--- src/rtl/watchdog_win_pkg.sv ---
// Shared constants for the windowed watchdog: register map, CTRL/STATUS bit
// positions and the core state encoding.
package watchdog_win_pkg;

    localparam logic [7:0] ADDR_CTRL       = 8'h08;
    localparam logic [7:0] ADDR_STATUS     = 8'h09;
    localparam logic [7:0] ADDR_TIMER_INIT = 8'h0a;
    localparam logic [7:0] ADDR_WINDOW     = 8'h0b;
    localparam logic [7:0] ADDR_PRESCALE   = 8'h0c;
    localparam logic [7:0] ADDR_CURR_TIMER = 8'h0d;

    localparam int CTRL_START   = 0;
    localparam int CTRL_STOP    = 1;
    localparam int CTRL_KICK    = 2;

    localparam int STAT_RUNNING = 0;
    localparam int STAT_TIMEOUT = 1;
    localparam int STAT_EARLY   = 2;

    typedef enum logic [1:0] {
        ST_IDLE    = 2'd0,
        ST_RUNNING = 2'd1,
        ST_EXPIRED = 2'd2
    } state_t;

endpackage

--- src/rtl/watchdog_win_if.sv ---
// Register bus bundle of the watchdog: master drives the request, slave
// answers combinationally with read_data/ready.
interface watchdog_win_if;

    logic        cs;
    logic        we;
    logic [7:0]  address;
    logic [31:0] write_data;
    logic [31:0] read_data;
    logic        ready;

    modport master (output cs, output we, output address, output write_data,
                    input read_data, input ready);
    modport slave  (input cs, input we, input address, input write_data,
                    output read_data, output ready);

endinterface

--- src/rtl/watchdog_win_core.sv ---
// Watchdog engine: FSM, prescaler, down-counter and (with WATCHDOG_WIN_WINDOW_EN)
// the early-kick window compare.
module watchdog_win_core
    import watchdog_win_pkg::*;
#(
    parameter int TIMER_WIDTH    = 28,
    parameter int PRESCALE_WIDTH = 8
) (
    input  logic                      clk,
    input  logic                      reset,
    input  logic                      i_start,
    input  logic                      i_stop,
    input  logic                      i_kick,
    input  logic [TIMER_WIDTH-1:0]    i_timer_init,
`ifdef WATCHDOG_WIN_WINDOW_EN
    input  logic [TIMER_WIDTH-1:0]    i_window,
`endif
    input  logic [PRESCALE_WIDTH-1:0] i_prescale,
    output logic                      o_running,
    output logic                      o_expired,
    output logic                      o_early,
    output logic [TIMER_WIDTH-1:0]    o_curr_timer
);

    state_t                    r_state;
    state_t                    w_next_state;
    logic [TIMER_WIDTH-1:0]    r_count;
    logic [PRESCALE_WIDTH-1:0] r_presc;
    logic                      r_early;
    logic                      w_tick;
    logic                      w_kick_ok;
    logic                      w_start_ok;

    assign w_tick     = (r_state == ST_RUNNING) && (r_presc == i_prescale);
    assign w_start_ok = i_start && !i_stop;

`ifdef WATCHDOG_WIN_WINDOW_EN
    assign w_kick_ok = (r_count <= i_window);
`else
    assign w_kick_ok = 1'b1;
`endif

    always_ff @(posedge clk) begin
        if (reset) r_state <= ST_IDLE;
        else       r_state <= w_next_state;
    end

    // Priority in RUNNING: STOP, then KICK (valid or early), then the tick.
    always_comb begin
        w_next_state = r_state;
        case (r_state)
            ST_IDLE: begin
                if (w_start_ok) w_next_state = ST_RUNNING;
            end
            ST_RUNNING: begin
                if (i_stop)                         w_next_state = ST_IDLE;
                else if (i_kick)                    w_next_state = w_kick_ok ? ST_RUNNING : ST_EXPIRED;
                else if (w_tick && r_count == '0)   w_next_state = ST_EXPIRED;
            end
            ST_EXPIRED: w_next_state = ST_EXPIRED;
            default:    w_next_state = ST_IDLE;
        endcase
    end

    always_comb begin
        o_running = (r_state == ST_RUNNING);
        o_expired = (r_state == ST_EXPIRED);
    end

    always_ff @(posedge clk) begin
        if (reset) begin
            r_count <= '0;
            r_presc <= '0;
            r_early <= 1'b0;
        end else if (r_state == ST_IDLE && w_start_ok) begin
            r_count <= i_timer_init;
            r_presc <= '0;
        end else if (r_state == ST_RUNNING && !i_stop) begin
            if (i_kick) begin
                if (w_kick_ok) begin
                    r_count <= i_timer_init;
                    r_presc <= '0;
                end else begin
                    r_early <= 1'b1;
                end
            end else if (w_tick) begin
                r_presc <= '0;
                if (r_count != '0) r_count <= r_count - TIMER_WIDTH'(1);
            end else begin
                r_presc <= r_presc + PRESCALE_WIDTH'(1);
            end
        end
    end

    assign o_early      = r_early;
    assign o_curr_timer = r_count;

endmodule

--- src/rtl/watchdog_win.sv ---
// Windowed watchdog top: bus decode, config/pulse registers around the core.
// Optional early-kick window enabled by defining WATCHDOG_WIN_WINDOW_EN.
module watchdog_win
    import watchdog_win_pkg::*;
#(
    parameter int                        TIMER_WIDTH      = 28,
    parameter int                        PRESCALE_WIDTH   = 8,
    parameter logic [TIMER_WIDTH-1:0]    DEFAULT_TIMEOUT  = TIMER_WIDTH'(28'h7ff_ffff),
    parameter logic [PRESCALE_WIDTH-1:0] DEFAULT_PRESCALE = '0
) (
    input  logic           clk,
    input  logic           reset,
    watchdog_win_if.slave  bus,
    output logic           timeout
);

    logic                      w_wr;
    logic                      w_idle;
    logic                      w_running;
    logic                      w_expired;
    logic                      w_early;
    logic [TIMER_WIDTH-1:0]    w_curr_timer;
    logic                      w_unused_wdata;

    logic                      r_start;
    logic                      r_stop;
    logic                      r_kick;
    logic [TIMER_WIDTH-1:0]    r_timer_init;
    logic [PRESCALE_WIDTH-1:0] r_prescale;
`ifdef WATCHDOG_WIN_WINDOW_EN
    logic [TIMER_WIDTH-1:0]    r_window;
`endif

    assign w_wr           = bus.cs && bus.we;
    assign w_idle         = !w_running && !w_expired;
    assign w_unused_wdata = ^bus.write_data;

    // CTRL bits are single-cycle pulses; the core sees them one cycle later.
    always_ff @(posedge clk) begin
        if (reset) begin
            r_start <= 1'b0;
            r_stop  <= 1'b0;
            r_kick  <= 1'b0;
        end else begin
            r_start <= w_wr && (bus.address == ADDR_CTRL) && bus.write_data[CTRL_START];
            r_stop  <= w_wr && (bus.address == ADDR_CTRL) && bus.write_data[CTRL_STOP];
            r_kick  <= w_wr && (bus.address == ADDR_CTRL) && bus.write_data[CTRL_KICK];
        end
    end

    // Configuration is frozen once the core leaves IDLE.
    always_ff @(posedge clk) begin
        if (reset) begin
            r_timer_init <= DEFAULT_TIMEOUT;
            r_prescale   <= DEFAULT_PRESCALE;
`ifdef WATCHDOG_WIN_WINDOW_EN
            r_window     <= '1;
`endif
        end else if (w_wr && w_idle) begin
            case (bus.address)
                ADDR_TIMER_INIT: r_timer_init <= bus.write_data[TIMER_WIDTH-1:0];
                ADDR_PRESCALE:   r_prescale   <= bus.write_data[PRESCALE_WIDTH-1:0];
`ifdef WATCHDOG_WIN_WINDOW_EN
                ADDR_WINDOW:     r_window     <= bus.write_data[TIMER_WIDTH-1:0];
`endif
                default: ;
            endcase
        end
    end

    always_comb begin
        bus.read_data = '0;
        if (bus.cs) begin
            case (bus.address)
                ADDR_STATUS:     bus.read_data = {29'd0, w_early, w_expired, w_running};
                ADDR_TIMER_INIT: bus.read_data = 32'(r_timer_init);
`ifdef WATCHDOG_WIN_WINDOW_EN
                ADDR_WINDOW:     bus.read_data = 32'(r_window);
`endif
                ADDR_PRESCALE:   bus.read_data = 32'(r_prescale);
                ADDR_CURR_TIMER: bus.read_data = 32'(w_curr_timer);
                default: ;
            endcase
        end
    end

    assign bus.ready = bus.cs;
    assign timeout   = w_expired;

    watchdog_win_core #(
        .TIMER_WIDTH    (TIMER_WIDTH),
        .PRESCALE_WIDTH (PRESCALE_WIDTH)
    ) u_core (
        .clk          (clk),
        .reset        (reset),
        .i_start      (r_start),
        .i_stop       (r_stop),
        .i_kick       (r_kick),
        .i_timer_init (r_timer_init),
`ifdef WATCHDOG_WIN_WINDOW_EN
        .i_window     (r_window),
`endif
        .i_prescale   (r_prescale),
        .o_running    (w_running),
        .o_expired    (w_expired),
        .o_early      (w_early),
        .o_curr_timer (w_curr_timer)
    );

endmodule

--- src/flat_wrapper.sv ---
// flat-port wrapper written by rule: the top's interface ports become plain ports
module watchdog_win_flat import watchdog_win_pkg::*;
#(
    parameter int                        TIMER_WIDTH      = 28,
    parameter int                        PRESCALE_WIDTH   = 8,
    parameter logic [TIMER_WIDTH-1:0]    DEFAULT_TIMEOUT  = TIMER_WIDTH'(28'h7ff_ffff),
    parameter logic [PRESCALE_WIDTH-1:0] DEFAULT_PRESCALE = '0
)
  (clk, reset, timeout, bus_cs, bus_we, bus_address, bus_write_data, bus_read_data, bus_ready);
  watchdog_win_if bus_i ();
  input  logic clk;
  input  logic reset;
  output logic timeout;
  input wire logic [$bits(bus_i.cs)-1:0] bus_cs;
  input wire logic [$bits(bus_i.we)-1:0] bus_we;
  input wire logic [$bits(bus_i.address)-1:0] bus_address;
  input wire logic [$bits(bus_i.write_data)-1:0] bus_write_data;
  output wire logic [$bits(bus_i.read_data)-1:0] bus_read_data;
  output wire logic [$bits(bus_i.ready)-1:0] bus_ready;
  assign bus_i.cs = bus_cs;
  assign bus_i.we = bus_we;
  assign bus_i.address = bus_address;
  assign bus_i.write_data = bus_write_data;
  assign bus_read_data = bus_i.read_data;
  assign bus_ready = bus_i.ready;
  watchdog_win #(.TIMER_WIDTH(TIMER_WIDTH), .PRESCALE_WIDTH(PRESCALE_WIDTH), .DEFAULT_TIMEOUT(DEFAULT_TIMEOUT), .DEFAULT_PRESCALE(DEFAULT_PRESCALE)) u_core (.clk(clk), .reset(reset), .bus(bus_i), .timeout(timeout));
endmodule
--- config.mk ---
export PLATFORM = sky130hd
export DESIGN_NAME = watchdog_win_flat
export DESIGN_NICKNAME = d
export VERILOG_FILES = /design/src/rtl/watchdog_win_pkg.sv /design/src/rtl/watchdog_win_if.sv /design/src/rtl/watchdog_win_core.sv /design/src/rtl/watchdog_win.sv /design/src/flat_wrapper.sv
export SDC_FILE = /design/constraint.sdc
export NUM_CORES = 1
export LEC_CHECK = 0
export ABC_CLOCK_PERIOD_IN_PS = 3200
export BUFFER_PORTS_ARGS = -buffer_cell sky130_fd_sc_hd__buf_2
export CAP_MARGIN = 40
export CELL_PAD_IN_SITES_DETAIL_PLACEMENT = 1
export CELL_PAD_IN_SITES_GLOBAL_PLACEMENT = 1
export CORE_UTILIZATION = 41
export DETAILED_ROUTE_END_ITERATION = 8
export MAX_ROUTING_LAYER = met4
export PLACE_DENSITY_LB_ADDON = 0.1
export SETUP_SLACK_MARGIN = 0.4
export SYNTH_ARGS = -nofsm -noshare
export SYNTH_HDL_FRONTEND = slang
export SYNTH_SLANG_ARGS = --single-unit
--- constraint.sdc ---
create_clock -name clk -period 3.2 [get_ports clk]
set_input_delay 0.48 -clock clk [delete_from_list [all_inputs] [get_ports clk]]
set_output_delay 0.48 -clock clk [all_outputs]
set_load 0.01 [all_outputs]
==> summary.md <==
| Metric | Value |
|---|---|
| Status | `completed` |
| Worst-margin pin slew | `0.830 ns` |
| Multi-input gate area in the final layout | `0.00253 mm2` |
| CTS max path bufs | `2` |
| FF/Latch Area | `0.00154 mm2` |
| Port bufs | `69` |
| Final hold vios | `0` |
| Setup-violating endpoint count in the final report | `0` |
| Die Wd | `104 um` |
| Startpoint of the worst hold path | `bus_write_data[25]` |
| Ports | `78` |
| Core area | `0.00991 mm2` |
| Routed via count | `4344` |
| Diodes inserted | `0` |
| Critical path startpoint | `u_core.u_core.o_curr_timer[19]$_SDFFE_PP0P_` |
| Synth Area per Inst | `a little under 8 um2` |
| HP Class | `input port to flip-flop` |
| FP Rows | `36` |
| CP max FO | `11` |
| Worst hold slack | `0.325 ns` |
| Reg-to-reg startpoint | `u_core.u_core.o_curr_timer[19]$_SDFFE_PP0P_` |
| Hold Buf Count CTS | `0` |
| Maxcap violations | `0` |
| Clock root buffer | `clkbuf_8` |
| Unrepaired setup endpoints after global routing | `true` |
| Final HPWL DP | `9.49 mm` |
| Clock sinks | `77` |
| Worst EP required | `3.44 ns` |
| Layout Nets | `658` |
| Critical Path Source Type | `flip-flop` |
| Setup crit end kind | `flip-flop` |
| Synthesized cell area | `around 0.0043 mm2` |
| Pins over their slew limit | `0` |
| Total Routing Usage GR | `a little over a quarter` |
| DRT antenna net count | `0` |
| Area Growth Syn to Fin | `16.9%` |
| DR vias/cell | `a little under 6` |
| Setup_tns | `0 ns` |
| Initial DRT Pass Iterations | `5` |
| Power density cells | `898 mW/mm2` |
| Clk slew on worst S/H paths | `roughly 0.08 ns` |
| Post-synth top flop | `dfxtp_1` |
| Number of synthesized flops with an enable pin | `0` |
| Final wirelength | `13.8 mm` |
| Leakage | `0.00214 uW` |
| Initial antenna violation count | `0` |
| Mapped Cells | `552` |
| # fillers | `roughly 1300` |
| VDD IR max | `a little over 0.4 mV` |
| Initial drt markers | `226` |
| Setup Skew | `slightly above 0.01 ns` |
| Full die area | `between 0.01 and 0.015 mm2` |
| CP arrival | `2.97 ns` |
| Grt total ovfl | `0` |
| Die height | `104 um` |
| Slew margin rel. | `about 45%` |
| Met2 GRT Util | `a little under half` |
| Path type of the worst setup path | `flip-flop to flip-flop` |
| Fmax achieved | `0.366 GHz` |
| GR Util met1 | `34.6%` |
| Layout cells sized above 1 | `21.2%` |
| Wire per inst | `18.5 um` |
| Placer Congestion | `slightly above 0.8` |
| CTS tree | `built` |
| Synth Warn # | `0` |
| Largest net degree at the start of global routing | `29` |
| Share of flip-flops with an asynchronous set or reset | `0%` |
| Initial core utilization | `43.1%` |
| Tcrit/Tclk final | `85.5%` |
| Vias in the first global route | `around 4500` |
| Number of buffers created by CTS | `9` |
| Yosys reg bits | `77` |
| Clk Latency, worst-skew pair | `around 0.36 ns` |
| Post-CTS setup buffers | `0` |
| Unique masters post-synth | `54` |
| Final min period | `2.74 ns` |
| Sequential share of the synthesized area | `36.1%` |
| First-pass GRT wire length | `23.2 mm` |
| DRC Markers | `0` |
| Top Usage Layer GRT | `met2` |
| H-tree depth | `3` |
| Global routing usage on met3 | `under 10%` |
-- placed cells by master, fill, tap and decap left out, types with 5 or more instances in the layout --
cell,n
buf_2,69
or3_1,8
o211ai_1,10
nand3_1,30
nand4_1,6
xnor2_1,10
inv_1,12
nor3_1,27
nor2_1,64
a21oi_1,26
nor4_1,12
nand2_1,89
o21ai_2,7
ha_1,7
a222oi_1,6
o22ai_2,8
dfxtp_1,77
o22ai_1,6
a22oi_1,27
clkbuf_8,10
o21ai_0,10
or4_1,5
mux2i_1,10
buf_4,15
-- metrics by stage --
stage / utilization [%] / cell area (um2) / setup WS [ns] / cells / power, uW
finish: 50.4 / 4990 / 0.465 / 745 / 4480
global route: 50.4 / 4990 / 0.399 / 745 / 4780
CTS: 49.8 / 4930 / 0.426 / 744 / 4290
detailed placement: 47.2 / 4680 / 0.362 / 727 / 3290
global placement: 47.2 / 4680 / 0.389 / 727 / 3210
floorplan: - / 4280 / 0.372 / 555 / 2800
-- worst paths after layout --
check	endpoint	slack, ns	depth (start not counted)
worst max register to register	u_core.u_core.o_curr_timer[14]$_SDFFE_PP0P_	0.46	6
worst max-delay path	u_core.u_core.o_curr_timer[14]$_SDFFE_PP0P_	0.46	6
worst min-delay path	u_core.r_timer_init[25]$_SDFFE_PP1P_	0.33	3
worst min register to register	u_core.r_timer_init[8]$_SDFFE_PP1P_	0.49	2
-- kinds of logic after synthesis --
logic type | Yosys count | share of synthesized area [%]
AND/OR/NAND/NOR | 261 | 28.3
adder cells (fa/ha/maj) | 7 | 2.05
buffers and inverters | 58 | 6.54
other | 1 | 0.0879
XOR/XNOR | 13 | 2.67
multiplexers | 12 | 2.87
flip-flops | 77 | 36.1
AO/OA/AOI/OAI | 123 | 21.4
-- repair_timing --
item,CTS,global route
setup endpoints to repair,17,51
gates resized for setup,1,9
cloned,1,1
-- worst max-delay path, cell delays in order (launching register included) --
cell,delay (ns)
dfxtp_1,0.38
or4_1,0.55
or4_1,0.46
or4_4,0.57
a21o_1,0.31
nand3_4,0.24
o22ai_1,0.11
-- area by class of cell --
type | count | area share (%)
sequential | 77 | 30.9
tap | 133 | 3.34
inverter | 12 | 0.903
clock inverter | 4 | 1.91
clock buffer | 12 | 2.91
timing repair buffer | 85 | 9.40
multi-input combinational | 422 | 50.7
-- metal layers --
layer / up-vias / wire (um)
met5: - / 0
li1: 2098 / -
met1: 2142 / 6390
met4: 0 / 161
met3: 16 / 478
met2: 88 / 6750
-- cell usage after synthesis (all sizes together) (5+ instances only) --
library cell | n | area, um2
buf | 15 | 118
o211ai | 10 | 75.1
clkbuf | 31 | 116
or3 | 8 | 50.1
o22ai | 14 | 138
nand4 | 6 | 37.5
a21oi | 27 | 135
a22oi | 27 | 203
nor3 | 28 | 140
ha | 7 | 87.6
or4 | 6 | 45.0
nor4 | 14 | 87.6
mux2i | 10 | 100
inv | 12 | 45.0
nand3 | 32 | 178
dfxtp | 77 | 1540
o21ai | 17 | 111
a222oi | 6 | 60.1
nand2 | 89 | 334
or2 | 5 | 31.3
xnor2 | 10 | 87.6
nor2 | 64 | 240
-- state kept, by name, indices dropped and copies added (netlist names) --
register                    flops
u_core.r_timer_init            28
u_core.u_core.o_curr_timer     28
u_core.r_prescale               8
u_core.u_core.r_presc           8
u_core.u_core.r_state           2
u_core.r_kick                   1
u_core.r_start                  1
u_core.r_stop                   1
-- report_power, final --
group          internal, uW  switching [uW]  leakage, uW
combinational           926            1550      0.00140
clock                   540             373     0.000121
sequential             1020            79.4     0.000621
total                  2480            2000      0.00214
Note: power is estimated with default switching activity, not from simulation.
